## config.mk

```make
export PLATFORM = sky130hd
export DESIGN_NAME = seg_mmio
export DESIGN_NICKNAME = d
export VERILOG_FILES = /design/src/rtl/seg_mmio_pkg.sv /design/src/rtl/seg_clkdiv.sv /design/src/rtl/seg_mmio.sv
export SDC_FILE = /design/constraint.sdc
export NUM_CORES = 1
export LEC_CHECK = 0
export ABC_AREA = 1
export CAP_MARGIN = 0
export CORE_ASPECT_RATIO = 1.5
export CORE_MARGIN = 8
export CORE_UTILIZATION = 57
export CTS_CLUSTER_SIZE = 20
export DETAILED_ROUTE_END_ITERATION = 7
export PLACE_DENSITY = 0.87
export SLEW_MARGIN = 15
export SYNTH_ARGS = -nofsm -noshare
export SYNTH_HDL_FRONTEND = slang
export SYNTH_SLANG_ARGS = --single-unit
```

## constraint.sdc

```tcl
create_clock -name clk -period 4.04 [get_ports clk]
set_input_delay 0.808 -clock clk [delete_from_list [all_inputs] [get_ports clk]]
set_output_delay 0.808 -clock clk [all_outputs]
set_load 0.01 [all_outputs]
```

## src/rtl/seg_mmio_pkg.sv

```systemverilog
// Shared constants, register map and FSM encoding for the seg_mmio block.
package seg_mmio_pkg;

    localparam int CLKDIV_W = 12;
    localparam int SEG_W    = 32;

    // Byte offsets of the four 32-bit registers
    localparam logic [3:0] OFS_DATA = 4'h0;
    localparam logic [3:0] OFS_CTRL = 4'h4;
    localparam logic [3:0] OFS_CNT  = 4'h8;
    localparam logic [3:0] OFS_DIV  = 4'hC;

    typedef enum logic {
        ST_IDLE = 1'b0,
        ST_RESP = 1'b1
    } state_t;

    typedef enum logic [1:0] {
        R_DATA = 2'd0,
        R_CTRL = 2'd1,
        R_CNT  = 2'd2,
        R_DIV  = 2'd3
    } reg_sel_t;

    // Replace only the bytes of 'old_v' whose strobe bit is set
    function automatic logic [31:0] merge_bytes(input logic [31:0] old_v,
                                                input logic [31:0] new_v,
                                                input logic [3:0]  strb);
        logic [31:0] res;
        for (int b = 0; b < 4; b++)
            res[b*8 +: 8] = strb[b] ? new_v[b*8 +: 8] : old_v[b*8 +: 8];
        return res;
    endfunction

endpackage

```

## src/rtl/seg_clkdiv.sv

```systemverilog
// Free-running divider counter feeding the display serializer.
module seg_clkdiv
    import seg_mmio_pkg::*;
(
    input  logic                clk,
    input  logic                rst,
    output logic [CLKDIV_W-1:0] clkdiv
);

    logic [CLKDIV_W-1:0] r_cnt;

    // Count every cycle out of reset; wraps naturally after all ones
    always_ff @(posedge clk) begin
        if (rst) r_cnt <= '0;
        else     r_cnt <= r_cnt + CLKDIV_W'(1);
    end

    assign clkdiv = r_cnt;

endmodule

```

## src/rtl/seg_mmio.sv

```systemverilog
// Single-outstanding MMIO slave holding the seven-segment display value.
module seg_mmio
    import seg_mmio_pkg::*;
(
    input  logic                clk,
    input  logic                rst,
    input  logic                req_valid,
    output logic                req_ready,
    input  logic                req_wen,
    input  logic [3:0]          req_addr,
    input  logic [31:0]         req_wdata,
    input  logic [3:0]          req_wstrb,
    output logic                rsp_valid,
    output logic [31:0]         rsp_rdata,
    input  logic                rsp_ready,
    output logic [CLKDIV_W-1:0] clkdiv,
    output logic [SEG_W-1:0]    num
);

    state_t              r_state, w_next;
    logic [31:0]         r_data;
    logic [1:0]          r_ctrl;      // [0] FREEZE, [1] SHOWCNT
    logic [31:0]         r_cnt;
    logic [31:0]         r_rdata;
    logic [SEG_W-1:0]    r_num;
    logic [CLKDIV_W-1:0] w_clkdiv;
    logic                w_accept;
    reg_sel_t            w_sel;
    logic [31:0]         w_rdata;

    seg_clkdiv u_clkdiv (
        .clk    (clk),
        .rst    (rst),
        .clkdiv (w_clkdiv)
    );

    assign req_ready = (r_state == ST_IDLE) && !rst;
    assign rsp_valid = (r_state == ST_RESP);
    assign w_accept  = req_valid && req_ready;
    assign rsp_rdata = r_rdata;
    assign clkdiv    = w_clkdiv;
    assign num       = r_num;

    // Register decode: the low two address bits fall inside each range
    always_comb begin
        w_sel = R_DIV;
        case (req_addr) inside
            [OFS_DATA : OFS_DATA + 4'd3]: w_sel = R_DATA;
            [OFS_CTRL : OFS_CTRL + 4'd3]: w_sel = R_CTRL;
            [OFS_CNT  : OFS_CNT  + 4'd3]: w_sel = R_CNT;
            default:                      w_sel = R_DIV;
        endcase
    end

    // Read mux; writes return zero
    always_comb begin
        w_rdata = '0;
        if (!req_wen) begin
            case (w_sel)
                R_DATA:  w_rdata = r_data;
                R_CTRL:  w_rdata = {30'd0, r_ctrl};
                R_CNT:   w_rdata = r_cnt;
                default: w_rdata = 32'(w_clkdiv);
            endcase
        end
    end

    // Next-state: one transaction in flight, held until consumed
    always_comb begin
        w_next = r_state;
        case (r_state)
            ST_IDLE: if (w_accept)  w_next = ST_RESP;
            default: if (rsp_ready) w_next = ST_IDLE;
        endcase
    end

    // State register
    always_ff @(posedge clk) begin
        if (rst) r_state <= ST_IDLE;
        else     r_state <= w_next;
    end

    // Write side effects commit on the accept edge
    always_ff @(posedge clk) begin
        if (rst) begin
            r_data <= '0;
            r_ctrl <= '0;
            r_cnt  <= '0;
        end else if (w_accept && req_wen) begin
            case (w_sel)
                R_DATA: if (req_wstrb != 4'd0) begin
                    r_data <= merge_bytes(r_data, req_wdata, req_wstrb);
                    r_cnt  <= r_cnt + 32'd1;
                end
                R_CTRL: if (req_wstrb[0]) r_ctrl <= req_wdata[1:0];
                default: ;
            endcase
        end
    end

    // Response data captured at accept, held through back-pressure
    always_ff @(posedge clk) begin
        if (rst)           r_rdata <= '0;
        else if (w_accept) r_rdata <= w_rdata;
    end

    // Display value: hold when frozen, else follow the selected source
    always_ff @(posedge clk) begin
        if (rst)            r_num <= '0;
        else if (!r_ctrl[0]) r_num <= r_ctrl[1] ? r_cnt : r_data;
    end

endmodule
```

# After elaboration in Yosys (flattened, before gate mapping)
# Cells that the tools add are included.
[totals]
regBits = 143
input_bits = 45
output_inout_bits = 78
word_cells = 45
[op_classes]
addsub = 2
magnitude_cmp = 6
n_eq_ne = 2
mux = 9
n_bitwise = 1
reduce_logical = 15
[op_table]
columns = ["op", "n"]
rows = [
  ["$pmux 32 s3", 1],
  ["$mux 32", 2],
  ["$add 32x1->32 const B", 1],
  ["$reduce_and 4->1", 4],
  ["$add 12x1->12 const B", 1],
  ["$logic_and 1x1->1", 6],
  ["$reduce_and 3->1", 2],
  ["$ge 4x1->1 const B", 1],
  ["$ge 4x3->1 const B", 1],
  ["$ge 4x4->1 const B", 1],
  ["$le 4x2->1 const B", 1],
  ["$le 4x3->1 const B", 1],
  ["$le 4x4->1 const B", 1],
  ["$mux 1", 4],
  ["$mux 2", 2],
  ["$reduce_bool 4->1", 1],
  ["$eq 2x1->1 const B", 1],
  ["$eq 2x2->1 const B", 1],
  ["$logic_not 2->1", 1],
  ["$logic_not 1->1", 1],
  ["$not 1->1", 1],
]

# Longest topological paths before layout
[logic_depth]
depth_word = 8
mapped_depth = 10
ltp_nobuf = 10

# Cells and area by module
# Synthesis repeated with hierarchy kept, for this count alone.
[hier_totals]
hier_cells = 983
area_unflattened_um2 = 6611.3
[by_module_without_submodules]
columns = ["mod", "n_inst", "cells_per_inst", "area_per_inst_um2", "seq_area_each_um2"]
rows = [
  ["seg_mmio", 1, 910, 6084.6, 2622.5],
  ["seg_clkdiv", 1, 73, 526.8, 240.2],
]

# Worst setup path after synthesis
# Ideal clock, no wire load.
[synth_path]
kind = "input port to flip-flop"
startpoint = "input port rst"
endpoint = "register r_data[12]"
t_arrival_ps = 1832
required_time_ps = 3921
path_slack_ps = 2089
cell_stages = 9
n_path_buf = 3
cell_sequence = "buf_6 > nor2_8 > nand3_4 > nor2_4 > buf_6 > nand2_2 > buf_6 > o21ai_0 > a21oi_1"
[synth_between]
elab_chain_cells = 5
[synth_lines]
columns = ["element", "line_no", "text"]
rows = [
  ["start: declaration", "seg_mmio.sv:6", "input logic rst,"],
  ["$logic_not 1->1", "seg_mmio.sv:37", "assign req_ready = (r_state == ST_IDLE) && !rst;"],
  ["$logic_and 1x1->1", "seg_mmio.sv:37", ""],
  ["named net req_ready", "seg_mmio.sv:8", "output logic req_ready,"],
  ["$logic_and 1x1->1", "seg_mmio.sv:39", "assign w_accept = req_valid && req_ready;"],
  ["$logic_and 1x1->1", "seg_mmio.sv:89", "end else if (w_accept && req_wen) begin"],
  ["$reduce_and 4->1 (no line)", "n/a", ""],
  ["end signal: assignment", "seg_mmio.sv:92", "r_data <= merge_bytes(r_data, req_wdata, req_wstrb);"],
  ["end: declaration", "seg_mmio.sv:21", "logic [31:0] r_data;"],
]
# The timed path passes the listed nets, and every way through them passes these cells.
# A chain may end at the register's enable or synchronous reset.

# Final worst setup path
[layout_path]
startpoint = "input port rst"
endpoint = "output port req_ready"
[layout_between]
elab_chain_cells = 2
[layout_lines]
columns = ["element", "line_no"]
rows = [
  ["$logic_not 1->1", "seg_mmio.sv:37"],
  ["$logic_and 1x1->1", "seg_mmio.sv:37"],
  ["end: declaration", "seg_mmio.sv:8"],
]
# No other way between the ends.

==> metrics.md <==
| Metric | Value |
|---|---|
| Status | completed |
| Final nets | 1125 |
| CP peak stage delay | 570 ps |
| CTS H-Tree Depth | 4 |
| Leak pwr | 0.003165 uW |
| Setup Skew | 6.321 ps |
| Core Util, Final | 73.61% |
| Global-route wire length before repair | 33.37 mm |
| Synth area leader | dfxtp_1 |
| DRT Wirelength | 21.17 mm |
| Commonest non-fill, non-tap cell in the layout | nand2_1 |
| Core ar. | 11470 um2 |
| GPL Wtd Cong | 0.9426 |
| Max Cap Viol | 0 |
| Cts hold-fix bufs | 0 |
| Setup slack after layout | 1397 ps |
| Worst Hold Depth | 2 |
| Post-route cell area | 8444 um2 |
| Crit path kind | in -> out |
| Clk_lat worst skew | 420 ps |
| Initial Util | 58.34% |
| Final hold vios | 0 |
| Yosys cell types | 37 |
| Tightest Pin Transition | 1074 ps |
| Hold Crit Class | reg -> reg |
| Reg power frac | 45.5% |
| Number of global-route vias before repair | 6610 |
| DP Wirelength | 15.05 mm |
| Hold Slack | 461.7 ps |
| Buf/Inv on CP | 2 |
| Share of cells above drive strength 1 | 5.229% |
| Final setup viols | 0 |
| Largest net degree at the start of global routing | 71 |
| Setup tns final | 0 ps |
| Cell Area, Placed | 7874 um2 |
| CP Depth | 3 |
| Antenna fix cells | 0 |
| Clock sinks | 143 |
| Grt ovf | 0 |
| Switch share | 23.50% |
| R2r worst-path depth | 10 |
| Synth area leaders | dfxtp_1 43%, nand2_1 10%, o21ai_0 9.7% |
| CP arrival | 1840 ps |
| Post-Syn Area | 6693 um2 |
| Worst vdd ir | 0.3289 mV |
| Area Overhead vs Synth | 26.17% |
| NetSw | 740.8 uW |
| Vias | 6869 |
| Area of the multi-input gates | 2987 um2 |
| Post-route minimum period | 2643 ps |
| Mapped Cells | 983 |
| Synthesized area per cell | 6.808 um2 |
| Wire per inst | 17.07 um |
| Max Slew Vio Count | 0 |
| Antenna violations before repair | 1 |
| DRT iter0 DRCs | 563 |
| Post-synthesis sequential area ratio | 42.77% |
| Critical Path Start Type | input port |
| Die height | 148.7 um |
| # resized after CTS | 0 |
| Slew HR | 28.41% |
| FF/Latch Area | 2865 um2 |
| Peak fanout along the critical path | 12 |
| Combinational share of power | 5.7% |
| Rows | 48 |
| Buffers on Ports | 120 |
| CTS tree | yes |
| Via/cell ratio | 5.540 |
| Syn Nets | 1030 |
| Routed Antenna Nets | 0 |
| RSZ-0062 raised after global routing | no |
| Worst-path clk slew | 60 ps |
| Die area | 15540 um2 |
| Maximum clock path buffer count | 2 |
| DIE WIDTH | 104.5 um |
| Synth Register Bits | 143 |
| Postcts setup bufs | 0 |
| # IOs | 123 |
| Power Dens Cells | 373.4 nW/um2 |
| Fillers | 949 |
| Critical path required time | 3230 ps |
| Total Routing Usage GR | 27.03% |
| Worst setup EP type | output port |
| Synthesis Warnings | 0 |
| FMAX | 378.3 MHz |
| Drt pass-1 iters | 6 |
| Top delay family on crit path | buffers and inverters |
| Tcrit/Tclk final | 65.42% |
| Place WS | 1198 ps |
| Clock power share | 48.7% |
| Crit-path cells | buf_2, nor2_8, clkdlybuf4s50_1 |
| Yosys top cell area share | 42.77% |
| DRC Markers | 0 |
| Inserted Clock Buffers | 17 |
| Clock root cell | clkbuf_16 |
| Commonest non-fill, non-tap cells in the layout | 184 x nand2_1, 155 x inv_1, 141 x dfxtp_1, 130 x o21ai_0, 122 x a21oi_1 |
| Internal power | 2412 uW |
| CP max stage cell | clkdlybuf4s50_1 |
[cell families (layout without fill, tap and decap cells)]
group / after synthesis / count (layout) / synth area share (%)
simple gates: 345 / 345 / 21.99
compound gates: 282 / 282 / 21.87
buf+inv: 208 / 315 / 12.60
flops: 143 / 143 / 42.77
xor+xnor: 3 / 3 / 0.3927
fa+ha+maj: 2 / 2 / 0.3738
[worst register-to-register path: cells and delay by family, from the launching register on]
family                   cells  cell delay, ps
AND/OR/NAND/NOR              9            1120
flip-flops                   1             470
adder cells (fa/ha/maj)      1             280
[cell usage after synthesis (all sizes together)]
master	n
o21ai	131
nand4	6
o211ai	2
o22ai	22
xor2	3
nor3b	2
buf	18
o21a	1
nor4	2
nor2	96
ha	2
a22oi	1
or2	1
nor3	18
clkinv	1
and2	1
nand3b	1
a21oi	122
o221ai	3
nand3	27
inv	157
dfxtp	143
clkbuf	32
nand2	190
and3	1
[final timing paths]
path	startpoint	endpoint	slack, ps
max	rst	req_ready	1400
max reg2reg	r_cnt[1]	r_cnt[26]	2080
min reg2reg	rsp_rdata[11]	rsp_rdata[11]	460
min	rsp_rdata[11]	rsp_rdata[11]	460
[stage by stage]
step / std cells / power [uW]
4_1_cts: 1240 / 3151
3_3_place_gp: 1209 / 1641
3_5_place_dp: 1209 / 1643
2_1_floorplan: 983 / 1555
6_report: 1240 / 3153
5_1_grt: 1240 / 3243
[power by group through the flow]
stage          logic, uW  registers, uW  clock network [uW]
2_1_floorplan       90.0           1460                   0
3_3_place_gp         174           1470                   0
3_5_place_dp         176           1470                   0
4_1_cts              178           1440                1540
5_1_grt              196           1440                1610
6_report             180           1440                1540
[state kept, by name (all words and copies together) (netlist names)]
| name | cells |
|---|---|
| r_data | 32 |
| r_ctrl | 2 |
| rsp_rdata | 32 |
| u_clkdiv.clkdiv | 12 |
| num | 32 |
| rsp_valid | 1 |
| r_cnt | 32 |
[layout make-up]
class                   instances  area share [%]
well taps                     150           2.223
clock buffers                  19           5.127
clock inverters                12           1.630
multi-input cells             632           35.37
flip-flops and latches        143           33.93
repair buffers                126           14.70
inverters                     158           7.023
[metal layers]
| layer | track usage [%] | vias to the layer above | share of wire (%) |
|---|---|---|---|
| met3 | 6.756 | 103 | 7.3 |
| met5 | 0 | - | 0.047 |
| met1 | 26.42 | 3081 | 35 |
| li1 | - | 3345 | - |
| met4 | 20.36 | 2 | 6.8 |
| met2 | 48.34 | 338 | 51 |
Power figures use the tool's default switching activity.
